File: src/rtl/apb_master_bridge.sv
// Request FIFO feeding an APB master: queued {write, addr, wdata} entries are issued
// in order as SETUP/ACCESS transfers, each completing with a one-cycle response pulse.
module apb_master_bridge #(
    parameter int FIFO_DEPTH = 4,
    parameter int TIMEOUT    = 16
) (
    input  logic        pclk,
    input  logic        rst_n,
    input  logic        req_valid,
    output logic        req_ready,
    input  logic        req_write,
    input  logic [31:0] req_addr,
    input  logic [31:0] req_wdata,
    output logic        rsp_valid,
    output logic        rsp_write,
    output logic        rsp_err,
    output logic [31:0] rsp_rdata,
    output logic [31:0] paddr,
    output logic [31:0] pwdata,
    output logic        psel,
    output logic        penable,
    output logic        pwrite,
    input  logic        pready,
    input  logic [31:0] prdata
);

    localparam int AW = $clog2(FIFO_DEPTH);
    localparam int TW = $clog2(TIMEOUT);
    localparam logic [AW:0]   FULL_CNT  = (AW+1)'(FIFO_DEPTH);
    localparam logic [AW:0]   CNT_ONE   = (AW+1)'(1);
    localparam logic [AW-1:0] PTR_ONE   = AW'(1);
    localparam logic [TW-1:0] LAST_WAIT = TW'(TIMEOUT - 1);
    localparam logic [TW-1:0] WAIT_ONE  = TW'(1);

    typedef enum logic [1:0] {IDLE, SETUP, ACCESS} state_t;

    logic [64:0]   fifo_mem [FIFO_DEPTH];
    logic [AW-1:0] wr_ptr_q, wr_ptr_d, rd_ptr_q, rd_ptr_d;
    logic [AW:0]   count_q, count_d;
    logic [TW-1:0] wait_cnt_q, wait_cnt_d;
    state_t        state_q, state_d;
    logic          psel_q, psel_d, penable_q, penable_d, pwrite_q, pwrite_d;
    logic [31:0]   paddr_q, paddr_d, pwdata_q, pwdata_d;
    logic          rsp_valid_q, rsp_valid_d, rsp_write_q, rsp_write_d, rsp_err_q, rsp_err_d;
    logic [31:0]   rsp_rdata_q, rsp_rdata_d;
    logic          push, pop, empty, load;
    logic [64:0]   head;

    assign req_ready = (count_q != FULL_CNT);
    assign push      = req_valid && req_ready;
    assign empty     = (count_q == '0);
    assign head      = fifo_mem[rd_ptr_q];

    always_ff @(posedge pclk) begin
        if (push) begin
            fifo_mem[wr_ptr_q] <= {req_write, req_addr, req_wdata};
        end
    end

    always_comb begin
        state_d     = state_q;
        wait_cnt_d  = wait_cnt_q;
        psel_d      = psel_q;
        penable_d   = penable_q;
        pwrite_d    = pwrite_q;
        paddr_d     = paddr_q;
        pwdata_d    = pwdata_q;
        rsp_valid_d = 1'b0;
        rsp_write_d = 1'b0;
        rsp_err_d   = 1'b0;
        rsp_rdata_d = '0;
        load        = 1'b0;
        pop         = 1'b0;

        case (state_q)
            IDLE: load = !empty;
            SETUP: begin
                state_d   = ACCESS;
                penable_d = 1'b1;
            end
            ACCESS: begin
                // A timeout ends the transfer exactly like a completion, flagged as an error.
                if (pready || (wait_cnt_q == LAST_WAIT)) begin
                    rsp_valid_d = 1'b1;
                    rsp_write_d = pwrite_q;
                    rsp_err_d   = !pready;
                    rsp_rdata_d = (pready && !pwrite_q) ? prdata : '0;
                    load        = !empty;
                    if (empty) begin
                        state_d   = IDLE;
                        psel_d    = 1'b0;
                        penable_d = 1'b0;
                    end
                end else begin
                    wait_cnt_d = wait_cnt_q + WAIT_ONE;
                end
            end
            default: state_d = IDLE;
        endcase

        if (load) begin
            pop        = 1'b1;
            state_d    = SETUP;
            psel_d     = 1'b1;
            penable_d  = 1'b0;
            pwrite_d   = head[64];
            paddr_d    = head[63:32];
            pwdata_d   = head[31:0];
            wait_cnt_d = '0;
        end

        wr_ptr_d = push ? (wr_ptr_q + PTR_ONE) : wr_ptr_q;
        rd_ptr_d = pop  ? (rd_ptr_q + PTR_ONE) : rd_ptr_q;
        case ({push, pop})
            2'b10:   count_d = count_q + CNT_ONE;
            2'b01:   count_d = count_q - CNT_ONE;
            default: count_d = count_q;
        endcase
    end

    always_ff @(posedge pclk or negedge rst_n) begin
        if (!rst_n) begin
            state_q     <= IDLE;
            wr_ptr_q    <= '0;
            rd_ptr_q    <= '0;
            count_q     <= '0;
            wait_cnt_q  <= '0;
            psel_q      <= 1'b0;
            penable_q   <= 1'b0;
            pwrite_q    <= 1'b0;
            paddr_q     <= '0;
            pwdata_q    <= '0;
            rsp_valid_q <= 1'b0;
            rsp_write_q <= 1'b0;
            rsp_err_q   <= 1'b0;
            rsp_rdata_q <= '0;
        end else begin
            state_q     <= state_d;
            wr_ptr_q    <= wr_ptr_d;
            rd_ptr_q    <= rd_ptr_d;
            count_q     <= count_d;
            wait_cnt_q  <= wait_cnt_d;
            psel_q      <= psel_d;
            penable_q   <= penable_d;
            pwrite_q    <= pwrite_d;
            paddr_q     <= paddr_d;
            pwdata_q    <= pwdata_d;
            rsp_valid_q <= rsp_valid_d;
            rsp_write_q <= rsp_write_d;
            rsp_err_q   <= rsp_err_d;
            rsp_rdata_q <= rsp_rdata_d;
        end
    end

    assign psel      = psel_q;
    assign penable   = penable_q;
    assign pwrite    = pwrite_q;
    assign paddr     = paddr_q;
    assign pwdata    = pwdata_q;
    assign rsp_valid = rsp_valid_q;
    assign rsp_write = rsp_write_q;
    assign rsp_err   = rsp_err_q;
    assign rsp_rdata = rsp_rdata_q;

endmodule

File: config.mk
export PLATFORM = sky130hd
export DESIGN_NAME = apb_master_bridge
export DESIGN_NICKNAME = d
export VERILOG_FILES = /design/src/rtl/apb_master_bridge.sv
export SDC_FILE = /design/constraint.sdc
export NUM_CORES = 1
export LEC_CHECK = 0
export ABC_AREA = 1
export CAP_MARGIN = 15
export CORE_AREA = 4 4 125 247
export CTS_BUF_LIST = sky130_fd_sc_hd__clkbuf_8 sky130_fd_sc_hd__clkbuf_16
export CTS_CLUSTER_DIAMETER = 80
export DETAILED_ROUTE_END_ITERATION = 12
export DIE_AREA = 0 0 129 251
export HOLD_SLACK_MARGIN = 0.15
export MAX_ROUTING_LAYER = met4
export PLACE_DENSITY = 0.81
export SYNTH_ARGS = -nofsm -noshare
export SYNTH_HDL_FRONTEND = slang
export SYNTH_SLANG_ARGS = --single-unit
export TNS_END_PERCENT = 100
File: constraint.sdc
create_clock -name pclk -period 11.95 [get_ports pclk]
set_input_delay 2.39 -clock pclk [delete_from_list [all_inputs] [get_ports pclk]]
set_output_delay 2.39 -clock pclk [all_outputs]
set_load 0.02 [all_outputs]
==> results of run 1 <==
## kinds of logic (layout without fill, tap and decap cells)
| group | Yosys count | in the layout |
|---|---|---|
| other cells | 0 | 5 |
| simple gates | 729 | 729 |
| compound gates | 6 | 6 |
| flops | 375 | 375 |
| fa+ha+maj | 7 | 7 |
| xor+xnor | 6 | 6 |
| buf+inv | 353 | 554 |
## sequential cells by signal, summed over array words and instances, names as in the netlist, 2 cells and up
name	count
count_q	3
fifo_mem	260
paddr	32
pwdata	32
rd_ptr_q	2
rsp_rdata	32
state_q	2
wait_cnt_q	4
wr_ptr_q	2
## how the worst max path moves through the flow
stage	start	endpoint	slack [ps]
after global placement	pready	count_q[2]	6710
after global routing	pready	count_q[1]	7000
after floorplan	req_valid	fifo_mem[0][0]	6170
after CTS	pready	count_q[2]	7220
after detailed placement	pready	count_q[2]	6630
final	pready	count_q[2]	7210
## cell usage in the layout, fill, tap and decap left out, drive strengths merged
| cell | n |
|---|---|
| nand2 | 479 |
| inv | 286 |
| edfxtp | 260 |
| nand3 | 204 |
| clkdlybuf4s50 | 202 |
| dfrtp | 115 |
| clkbuf | 35 |
| nor3b | 32 |
| buf | 14 |
| nor2 | 10 |
| clkinv | 9 |
| ha | 6 |
| bufinv | 6 |
| diode | 5 |
| xor2 | 4 |
| a21oi | 3 |
| o21ai | 3 |
| nor3 | 2 |
| xnor2 | 2 |
| clkinvlp | 2 |
| or2 | 1 |
| nand3b | 1 |
| fa | 1 |
## worst max-delay path: cells and delay by family
family                   cells  cell delay, ps
buffers and inverters        4             870
adder cells (fa/ha/maj)      2             540
AND/OR/NAND/NOR              4            1260
XOR/XNOR                     1             150
## area by class of cell
type                            count  area [um2]
Antenna cell                        5       12.51
Clock buffer                       35       830.8
Timing Repair Buffer              216        2127
Multi-Input combinational cell    748        3516
Clock inverter                     22       271.5
Sequential cell                   375       10690
Fill cell                        2090        9889
Inverter                          281        1060
Tap cell                          360       450.4
## report_power, final
part	internal, mW	switching, mW	total (mW)	leakage, nW
Combinational	0.585	1.13	1.72	4.24
Clock	0.629	0.451	1.08	0.551
Sequential	1.74	0.147	1.89	3.84
Total	2.96	1.73	4.69	8.63
## metrics by stage
stage          setup WS, ps  cell area, um2  hold slack, ps    util
6_report               7215           18960           475.4  0.6572
4_1_cts                7220           18950           477.3  0.6567
3_3_place_gp           6709           17840           461.4  0.6185
5_1_grt                6997           18960           507.9  0.6572
2_1_floorplan          6166           15720           476.8       -
3_5_place_dp           6635           17840           460.5  0.6185
## routing by layer
metal | up-vias | global-route usage | share of wire
li1 | 5003 | - | -
met5 | - | - | 0
met3 | 89 | 0.02679 | 0.062
met4 | 0 | 0.1030 | 0.044
met1 | 4988 | 0.2446 | 0.36
met2 | 398 | 0.3771 | 0.54
==> impl_metrics.json, run 1 <==
{
  "outcome": "finished clean",
  "cts.repair.resized": 0,
  "grt_pass1_vias": 10720,
  "die_y_um": 251,
  "fmaxAchievable_ghz": 0.2112,
  "end_kind": "register",
  "crit_fanout": 70,
  "slew_headroom": 0.2923,
  "maxCapViolCount": 0,
  "die_area_um2": 32380,
  "synthCells": 1476,
  "synth_xor_area_frac": 0.003342,
  "timing.setup.tns_ps": 0,
  "p_leak_nw": 8.629,
  "hold_buffers": 0,
  "clk_pin_slew_worst_paths_ps": 70,
  "critical-path-slowest-cell": "nand2_4",
  "cp_common_cell": "inv_1",
  "cp.required_ps": 12440,
  "clock_path_buffers": 3,
  "die_w_um": 129,
  "layout.nets": 1761,
  "synth_edf_count": 260,
  "globalplace.congestion": 0.7630,
  "yosys_warnings": 0,
  "start_util": 0.5450,
  "gr-usage-all-layers": 0.2167,
  "synthesis.nets": 1584,
  "reg2reg_depth": 9,
  "rrSetupSlack_ps": 8880,
  "min_period_ps": 4735,
  "power_density_nw_per_um2": 247.2,
  "yosys_most_used_dff": "edfxtp_1",
  "min_to": "psel",
  "async_flop_share": 0.3067,
  "cts_max_level": 1,
  "ys_ff_latch": 375,
  "finalPower_mw": 4.686,
  "grt_pass1_wl_um": 54010,
  "clockRootBuffer": "clkbuf_16",
  "ant_nets": 0,
  "grt_max_degree": 95,
  "finalSetupViolCount": 0,
  "syn_area_per_cell_um2": 10.65,
  "cp.arrival_ps": 5220,
  "syn_to_final_growth_pct": 20.58,
  "min-delay-start": "psel",
  "drtPass1Iterations": 5,
  "vias": 10480,
  "numCtsBuffers": 31,
  "overflow": 0,
  "pin_count": 204,
  "drc_errors": 0,
  "worstSetupPathType": "in2reg",
  "vdd_ir_drop_max_v": 0.0001983,
  "cts_setup_buffers": 0,
  "placed_cells": 1980,
  "finalNonFillerCells": 2042,
  "reg2reg_to": "count_q[1]",
  "crit_path_start_kind": "input pin",
  "wire_per_inst_um": 16.79,
  "rsz0062_at_grt": "false",
  "synth_top_family_by_area": "simple AND/OR/NAND/NOR gates",
  "period_share": 0.3963,
  "synth_simple_gate_area_frac": 0.2104,
  "cts_tree": "done",
  "synthTopCellsByArea": "edfxtp_1 (50%), dfrtp_1 (18%), nand2_1 (11%), inv_1 (6.5%), nand3_1 (6.1%)",
  "hold_depth": 2,
  "rows": 88,
  "synth_top_area_share": 0.4966,
  "wl_um": 34290,
  "hp-class": "reg2reg",
  "critPathMaxStageDelay_ps": 560,
  "yosys.area.top_type": "edfxtp_1",
  "dp_hpwl_um": 20530,
  "layout-drive-gt1-share": 0.06798,
  "slew_violations": 0,
  "via_per_inst": 5.131,
  "finalClockSkew_ps": 11.41,
  "worst_pin_slew_ps": 1062,
  "yosys.area_share.adder": 0.006048,
  "drt-initial-drc-count": 716,
  "antenna_found_initial": 5,
  "core_um2": 28850,
  "io_buffer_count": 203,
  "synth_cell_types": 32,
  "clkSinkCount": 375,
  "hold_viol": 0,
  "yosys-top-cells-count": "nand2_1 (476), inv_1 (272), edfxtp_1 (260)",
  "yosysSeqAreaShare": 0.6796,
  "regToRegStartpoint": "wait_cnt_q[0]",
  "synth-compound-area-share": 0.001910,
  "synth.most_common_cell": "nand2_1",
  "crit_chain": "clkdlybuf4s50_1 -> inv_1 -> nand3_4 -> nand2_4 -> inv_2 -> ha_1 -> inv_1 -> fa_1 -> or2_0 -> nand2_1 -> xor2_1",
  "syn-cell-area_um2": 15720,
  "insertion_delay_ps": 570,
  "yosys-mux-area-fraction": 0
}
Note: power is estimated with default switching activity, not from simulation.
==> run 2: changes to the inputs <==
- clock period: 11.95 -> 4.96 ns (I/O delays scaled with it)
==> impl_metrics.json, run 2 (same netlist as run 1, synthesis figures left out) <==
{
  "outcome": "finished clean",
  "cts_max_level": 1,
  "vias": 10470,
  "clock_path_buffers": 3,
  "worst_pin_slew_ps": 903.8,
  "grt_pass1_vias": 10700,
  "die_w_um": 129,
  "clkSinkCount": 375,
  "path_delay_family": "buffers and inverters",
  "reg2reg_to": "pwdata[7]",
  "drt-initial-drc-count": 694,
  "via_per_inst": 5.126,
  "crit_chain": "nor2_2 -> nand2_1 -> clkdlybuf4s50_1",
  "fmaxAchievable_ghz": 0.3629,
  "cts_tree": "done",
  "finalSetupViolCount": 0,
  "antenna_found_initial": 2,
  "reg2reg_depth": 7,
  "layout.nets": 1764,
  "io_buffer_count": 203,
  "p_leak_nw": 8.657,
  "die_y_um": 251,
  "dpl-instance-area_um2": 17880,
  "ant_nets": 0,
  "rsz0062_at_grt": "false",
  "critical-path-slowest-cell": "clkdlybuf4s50_1",
  "die_area_um2": 32380,
  "worstSetupPathType": "reg2out",
  "min_period_ps": 2756,
  "pin_count": 204,
  "gr-usage-all-layers": 0.2182,
  "hold_viol": 0,
  "globalplace.congestion": 0.7977,
  "start_util": 0.5450,
  "cp.required_ps": 3970,
  "drc_errors": 0,
  "clk_pin_slew_worst_paths_ps": 70,
  "insertion_delay_ps": 580,
  "drtPass1Iterations": 5,
  "design_area_um2": 19010,
  "dp_hpwl_um": 21280,
  "wl_um": 34660,
  "overflow": 0,
  "clockRootBuffer": "clkbuf_16",
  "largest_reg_flops": 260,
  "hold_buffers": 0,
  "grt_pass1_wl_um": 54270,
  "cts.repair.resized": 0,
  "syn_to_final_growth_pct": 20.94,
  "cp.arrival_ps": 1760,
  "cts_setup_buffers": 0,
  "slew_violations": 0,
  "timing.setup.tns_ps": 0,
  "regMostFlops": "fifo_mem",
  "crit_path_start_kind": "register",
  "rows": 88,
  "vdd_ir_drop_max_v": 0.0003646,
  "period_share": 0.5556,
  "wire_per_inst_um": 16.96,
  "slew_headroom": 0.3974,
  "numCtsBuffers": 31,
  "crit_fanout": 3,
  "critPathMaxStageDelay_ps": 540,
  "grt_max_degree": 87,
  "critical_path_buf_inv_count": 1,
  "end_kind": "output port",
  "hp-class": "in2async",
  "rrSetupSlack_ps": 2210,
  "layout_common_cells": "nand2_1 (476), inv_1 (276), edfxtp_1 (260)",
  "core_um2": 28850,
  "finalClockSkew_ps": 15.98,
  "maxCapViolCount": 0,
  "power_density_nw_per_um2": 593.7,
  "crit_cells": 3,
  "regToRegStartpoint": "rd_ptr_q[0]",
  "mostFrequentLayoutCell": "nand2_1",
  "layout-drive-gt1-share": 0.06901
}
==> run 2: changes by cell type in the layout (fill, tap and decap cells not counted), sizes merged <==
cell,delta
inv,+2
clkbuf,-1
buf,+3
diode,-3
==> run 2: layer usage <==
metal  share of wire  routed length, um  global-route usage
met5               0                  0                   -
met1            0.36              12410              0.2389
met2            0.55              18900              0.3936
met4           0.041               1410             0.09372
met3           0.056               1939             0.02509
==> run 2: how the worst max path moves through the flow <==
stage | slack (ps) | end | from
finish | 2200 | req_ready | count_q[1]
global route | 2090 | pwdata[4] | rd_ptr_q[0]
CTS | 2170 | req_ready | count_q[1]
detailed placement | 1680 | fifo_mem[2][37] | req_valid
global placement | 1700 | fifo_mem[2][42] | req_valid
floorplan | 570 | fifo_mem[0][0] | req_valid
==> run 2: worst register-to-register path, cell delays in order, from the launching register on <==
cell and delay (ps):
dfrtp_4 700, inv_4 800, buf_4 610, nand2_1 130, nand3_1 100, nand2_1 140
nand3_1 110, nand2_1 60
==> run 2: report_power, final <==
| part | leakage, nW | internal [mW] | total (mW) | switching (mW) |
|---|---|---|---|---|
| sequential | 3.84 | 4.18 | 4.53 | 0.343 |
| clock | 0.549 | 1.50 | 2.60 | 1.10 |
| combinational | 4.26 | 1.43 | 4.16 | 2.73 |
| total | 8.66 | 7.12 | 11.3 | 4.17 |
==> run 2: layout make-up <==
class / count / area, um2
fillers: 2105 / 9833
clock buffers: 34 / 817.0
well taps: 360 / 450.4
clock inverters: 24 / 281.5
diodes: 2 / 5.005
multi-input cells: 748 / 3516
repair buffers: 219 / 2195
flip-flops and latches: 375 / 10690
inverters: 281 / 1060
==> run 2: through the flow <==
stage               instances  power (mW)  setup WS [ps]  hold WS (ps)  utilization
finish                   2043       11.29           2204         313.9       0.6591
CTS                      2040       11.40           2169         482.6       0.6580
floorplan                1476       7.407          574.0         476.8            -
global route             2043       11.98           2088         316.8       0.6591
detailed placement       1982       8.759           1678         464.5       0.6199
global placement         1982       8.596           1697         454.1       0.6199
==> patch 1: new RTL, config.mk and constraints of run 1 <==
`TIMEOUT`: 16 -> 32.
--- a/src/rtl/apb_master_bridge.sv
+++ b/src/rtl/apb_master_bridge.sv
@@ -3,5 +3,5 @@
 module apb_master_bridge #(
     parameter int FIFO_DEPTH = 4,
-    parameter int TIMEOUT    = 16
+    parameter int TIMEOUT    = 32
 ) (
     input  logic        pclk,
Function: no difference found for any inputs over 4 cycles, from zero or initial values and one cycle with rst_n low; that may be too few to reach the edited logic, so the function may still have changed.
==> patch 1 against run 1 <==
Non-clock buffer count is 3 lower. Area after synthesis is 1.4% lower. Clock power shrank 4%. Cell area shrank 0.93%. Register-to-register slack worse by 0.15 ns. Setup slack improved by 0.12 ns. Routed wire length down 0.29%. Sequential cell count is 1 higher. Power is 0.98% lower. Largest cell class unchanged. Largest power group unchanged.
==> patch 1: results (changes against run 1) <==
[status]
outcome=complete, no violations

[logic_synthesis]
avgSynthCellArea_um2=10.49  ; -1.5%
synth-xor-area-share_pct=0.2825  ; -0.052 points
ys_ff_latch=376  ; +0.27%
synth_compound_area_share_pct=0.1937  ; +0.0027 points
synthTopCellsByArea=edfxtp_1 50%, dfrtp_1 19%, nand2_1 13%
synth_flop_cell=edfxtp_1
synth_area_um2=15500  ; -1.4%
synthesis.nets=1587  ; +0.19%
async_flop_share_pct=30.85  ; +0.18 points
netlist_top_cells_count=524 x nand2_1, 278 x inv_1, 260 x edfxtp_1
synth_cell_type_count=29  ; -9.4%
ys_warn_count=0  ; unchanged
seq_area_frac_synth_pct=69.09  ; +1.1 points
synth-adder-area-share_pct=0.6941  ; +0.089 points

[clock_tree]
clockBufferDepth=3  ; unchanged
cts_root_buf=clkbuf_16
clkTransAtPathRegs_ns=0.07  ; about the same
htreeDepth=1  ; unchanged

[route]
drc=0  ; unchanged
wl_per_cell_um=16.69  ; -0.58%
first_iter_violations=688  ; -3.9%
wl_um=34190  ; -0.29%
viasPerCell=5.034  ; -1.9%

[cells_and_area]
num_antenna_cells=4  ; -1
multi_input_cells=756  ; +1.1%
n_fill_cell=2141  ; +2.4%
n_clock_buffer=31  ; -11%
drive_above_1_share_pct=5.879  ; -0.92 points
num-nets-final=1769  ; +0.45%
syn_to_final_growth_pct=21.15
largest_reg_flops=260  ; unchanged
clock_area_share_pct=5.536  ; -0.28 points
non_clock_buffer_area_share_pct=11.23  ; about the same
multi_input_area_share_pct=18.09  ; -0.46 points
seq_share_pct=57.05  ; +0.66 points
n_all_buffers=213  ; -1.4%
inverters=282  ; +0.36%

[global_route]
grt_pass1_vias=10672  ; -0.48%
grt_pass1_wl_um=53120  ; -1.6%
antenna_found_initial=4  ; -1
grt_util_all_layers_pct=21.32  ; -0.35 points
grt_max_degree=75  ; -21%

[place]
gp_congestion=0.7839  ; +2.7%
dpl_cell_area_um2=17730  ; -0.62%
post-place-ws_ns=6.765  ; +0.1301 ns
dp.cells=1987  ; +0.35%
portBuffers=203  ; unchanged
hpwl_um=21760  ; +6.0%

[pwr]
ir_drop_uv=162.8  ; -18%
pg_clk_uw=1040  ; -4%
leakage_uw=0.008620  ; -0.11%
switching_share_pct=37.32  ; +0.40 points

[critical_path]
cpMaxStageDelayCell=buf_4
critPathMaxStageDelay_ns=0.69  ; +0.13 ns
arrival_ns=5.10  ; -0.12 ns
critical_path_peak_fanout=67  ; -4.3%

[sta]
fin_worst_skew_ns=0.01183  ; +0.0004181 ns
slew_headroom_pct=29.50  ; +0.27 points

==> patch 1: worst max-delay path, delay by kind of cell <==
| kind | cells | cell delay, ns |
|---|---|---|
| buffers and inverters | 5 | 1.44 |
| adder cells (fa/ha/maj) | 2 | 0.69 |
| AND/OR/NAND/NOR | 5 | 0.39 |
| XOR/XNOR | 1 | 0.17 |
==> patch 1: metal layers <==
metal	GRT usage [%]	part of all wire (%)	vias to the layer above
li1	-	-	4955
met1	21.97	35	4969
met2	40.53	56	341
met3	2.509	5.5	44
met4	7.690	3.1	0
met5	-	0	-
==> patch 1: path summary, 6_finish.rpt <==
path,cells after the start,from,slack [ns],end
max,13,pready,7.33,count_q[2]
min,2,pwdata[2],0.48,pwdata[2]
max reg2reg,16,wait_cnt_q[0],8.73,count_q[2]
min reg2reg,2,pwdata[2],0.48,pwdata[2]
max in group asynchronous,2,rst_n,8.97,pwdata[13]
min in group asynchronous,1,rst_n,1.79,rsp_rdata[13]
==> patch 2: new RTL, config.mk and constraints of run 1 <==
Without the edit above. Re-encode `state_t` (3 states) as one-hot, 3 bits wide.
--- a/src/rtl/apb_master_bridge.sv
+++ b/src/rtl/apb_master_bridge.sv
@@ -33,5 +33,5 @@
     localparam logic [TW-1:0] WAIT_ONE  = TW'(1);
 
-    typedef enum logic [1:0] {IDLE, SETUP, ACCESS} state_t;
+    typedef enum logic [2:0] {IDLE = 3'b001, SETUP = 3'b010, ACCESS = 3'b100} state_t;
 
     logic [64:0]   fifo_mem [FIFO_DEPTH];
Check against the original RTL: same outputs for any inputs over 4 cycles, from zero or initial values and one cycle with rst_n low; so few cycles prove little.
==> patch 2 against run 1 <==
Area after synthesis down 11%. Sequential cell count rose by 1. Sequential share of layout area increased by 5.5 points. Hold slack better by 0.0044 ns. Power fell by 5.9%. Via count shrank 14%. Utilization shrank 5.7 points. Cell area shrank 8.6%. Setup slack better by 0.39 ns. Routed wire length decreased by 7.9%. Clock power shrank 6%. First-iteration DRC count is 16% lower. Synthesized cell count shrank 25%. Critical endpoint is now wait_cnt_q[1]. Highest routed layer unchanged.
==> patch 2: results (changes against run 1) <==
[status]
outcome=complete, no violations

[clock_tree]
postCtsSetupBuffers=0  ; unchanged
clockBufferDepth=3  ; unchanged
cts_root_buf=clkbuf_16
cts_buffers=30  ; -3.2%
ctsResizeCount=0  ; unchanged

[place]
hpwl_um=19030  ; -7.3%
post-place-ws_ns=6.981  ; +0.3467 ns
dp.cells=1618  ; -18%
portBuffers=203  ; unchanged
dpl_cell_area_um2=16290  ; -8.7%
gp_congestion=0.8020  ; +5.1%

[cells_and_area]
drive_above_1_share_pct=5.403  ; -1.4 points
num-nets-final=1398  ; -21%
largest_reg_flops=260  ; unchanged
n_fill_cell=2183  ; +4.4%
regArea_um2=10720  ; +0.25%
final_cells=1677  ; -18%

[sta]
setup_viol=0  ; unchanged
period_share_pct=36.33  ; -3.3 points
fin_worst_skew_ns=0.01303  ; +0.001616 ns
fin_hold_ws_ns=0.4797  ; +0.004356 ns
tightest_slew_ns=1.039  ; -0.02307 ns
slew_viol_final=0  ; unchanged

[pwr]
p_comb_share_pct=33.7  ; -3.0 points
ir_drop_uv=168.3  ; -15%
p_int_uw=2840  ; -3.9%
powerComb_uw=1490  ; -13%
p_clk_share_pct=23.3  ; +0.3 points
leakage_uw=0.006262  ; -27%

[critical_path]
crit_type=in -> reg
cpMaxStageDelayCell=buf_4
arrival_ns=4.78  ; -0.44 ns
critPathLaunch=pready
critical_path_peak_fanout=86  ; +23%
critPathMaxStageDelay_ns=0.76  ; +0.20 ns
r2r_end=wait_cnt_q[1]
r2r-start=state_q[1]
ff2ff_setup_slack_ns=8.81  ; -0.07 ns
critPathTopFamily=buffers and inverters

[logic_synthesis]
seq_area_frac_synth_pct=76.51  ; +8.5 points
synthesis.nets=1216  ; -23%
netlist_top_cells_count=363 x nor2_1, 260 x edfxtp_1, 136 x o21ai_0
synth_cell_type_count=27  ; -16%
async_flop_share_pct=30.85  ; +0.18 points
ys_warn_count=0  ; unchanged
synthTopCellsByArea=edfxtp_1 56%, dfrtp_1 21%, nor2_1 9.7%
synth_cells=1108  ; -25%

[global_route]
grt_max_degree=91  ; -4.2%
grt_util_all_layers_pct=19.59  ; -2.1 points
grt_pass1_wl_um=48360  ; -10%
grt_pass1_vias=9196  ; -14%
antenna_found_initial=3  ; -2

[worst_hold_path]
worstHoldPathCells=1  ; -1
min_to=count_q[0]
hp-start=count_q[0]

[route]
viasPerCell=5.351  ; +4.3%
first_iter_violations=602  ; -16%
wl_um=31590  ; -7.9%

[patch 2: cell type report]
cell class	instances	share of cell area, %
inverters	22	0.4840
well taps	360	2.600
diodes	3	0.04334
multi-input cells	647	16.90
clock buffers	33	4.637
repair buffers	213	12.17
clock inverters	23	1.300
flip-flops and latches	376	61.87
[patch 2: cell families (layout without fill, tap and decap cells)]
logic type | count (synthesis) | after routing | share of synthesized area [%]
compound gates | 205 | 205 | 7.909
other cells | 0 | 3 | 0
simple gates | 430 | 430 | 11.79
xor+xnor | 5 | 5 | 0.3128
fa+ha+maj | 7 | 7 | 0.6792
flops | 376 | 376 | 76.51
buf+inv | 85 | 291 | 2.806
[patch 2: routing by layer]
layer	vias up	track usage, %	wire (µm)
li1	4207	-	-
met1	4379	20.99	11250
met2	303	35.24	17150
met3	85	2.445	1759
met4	0	9.282	1434
met5	-	-	0
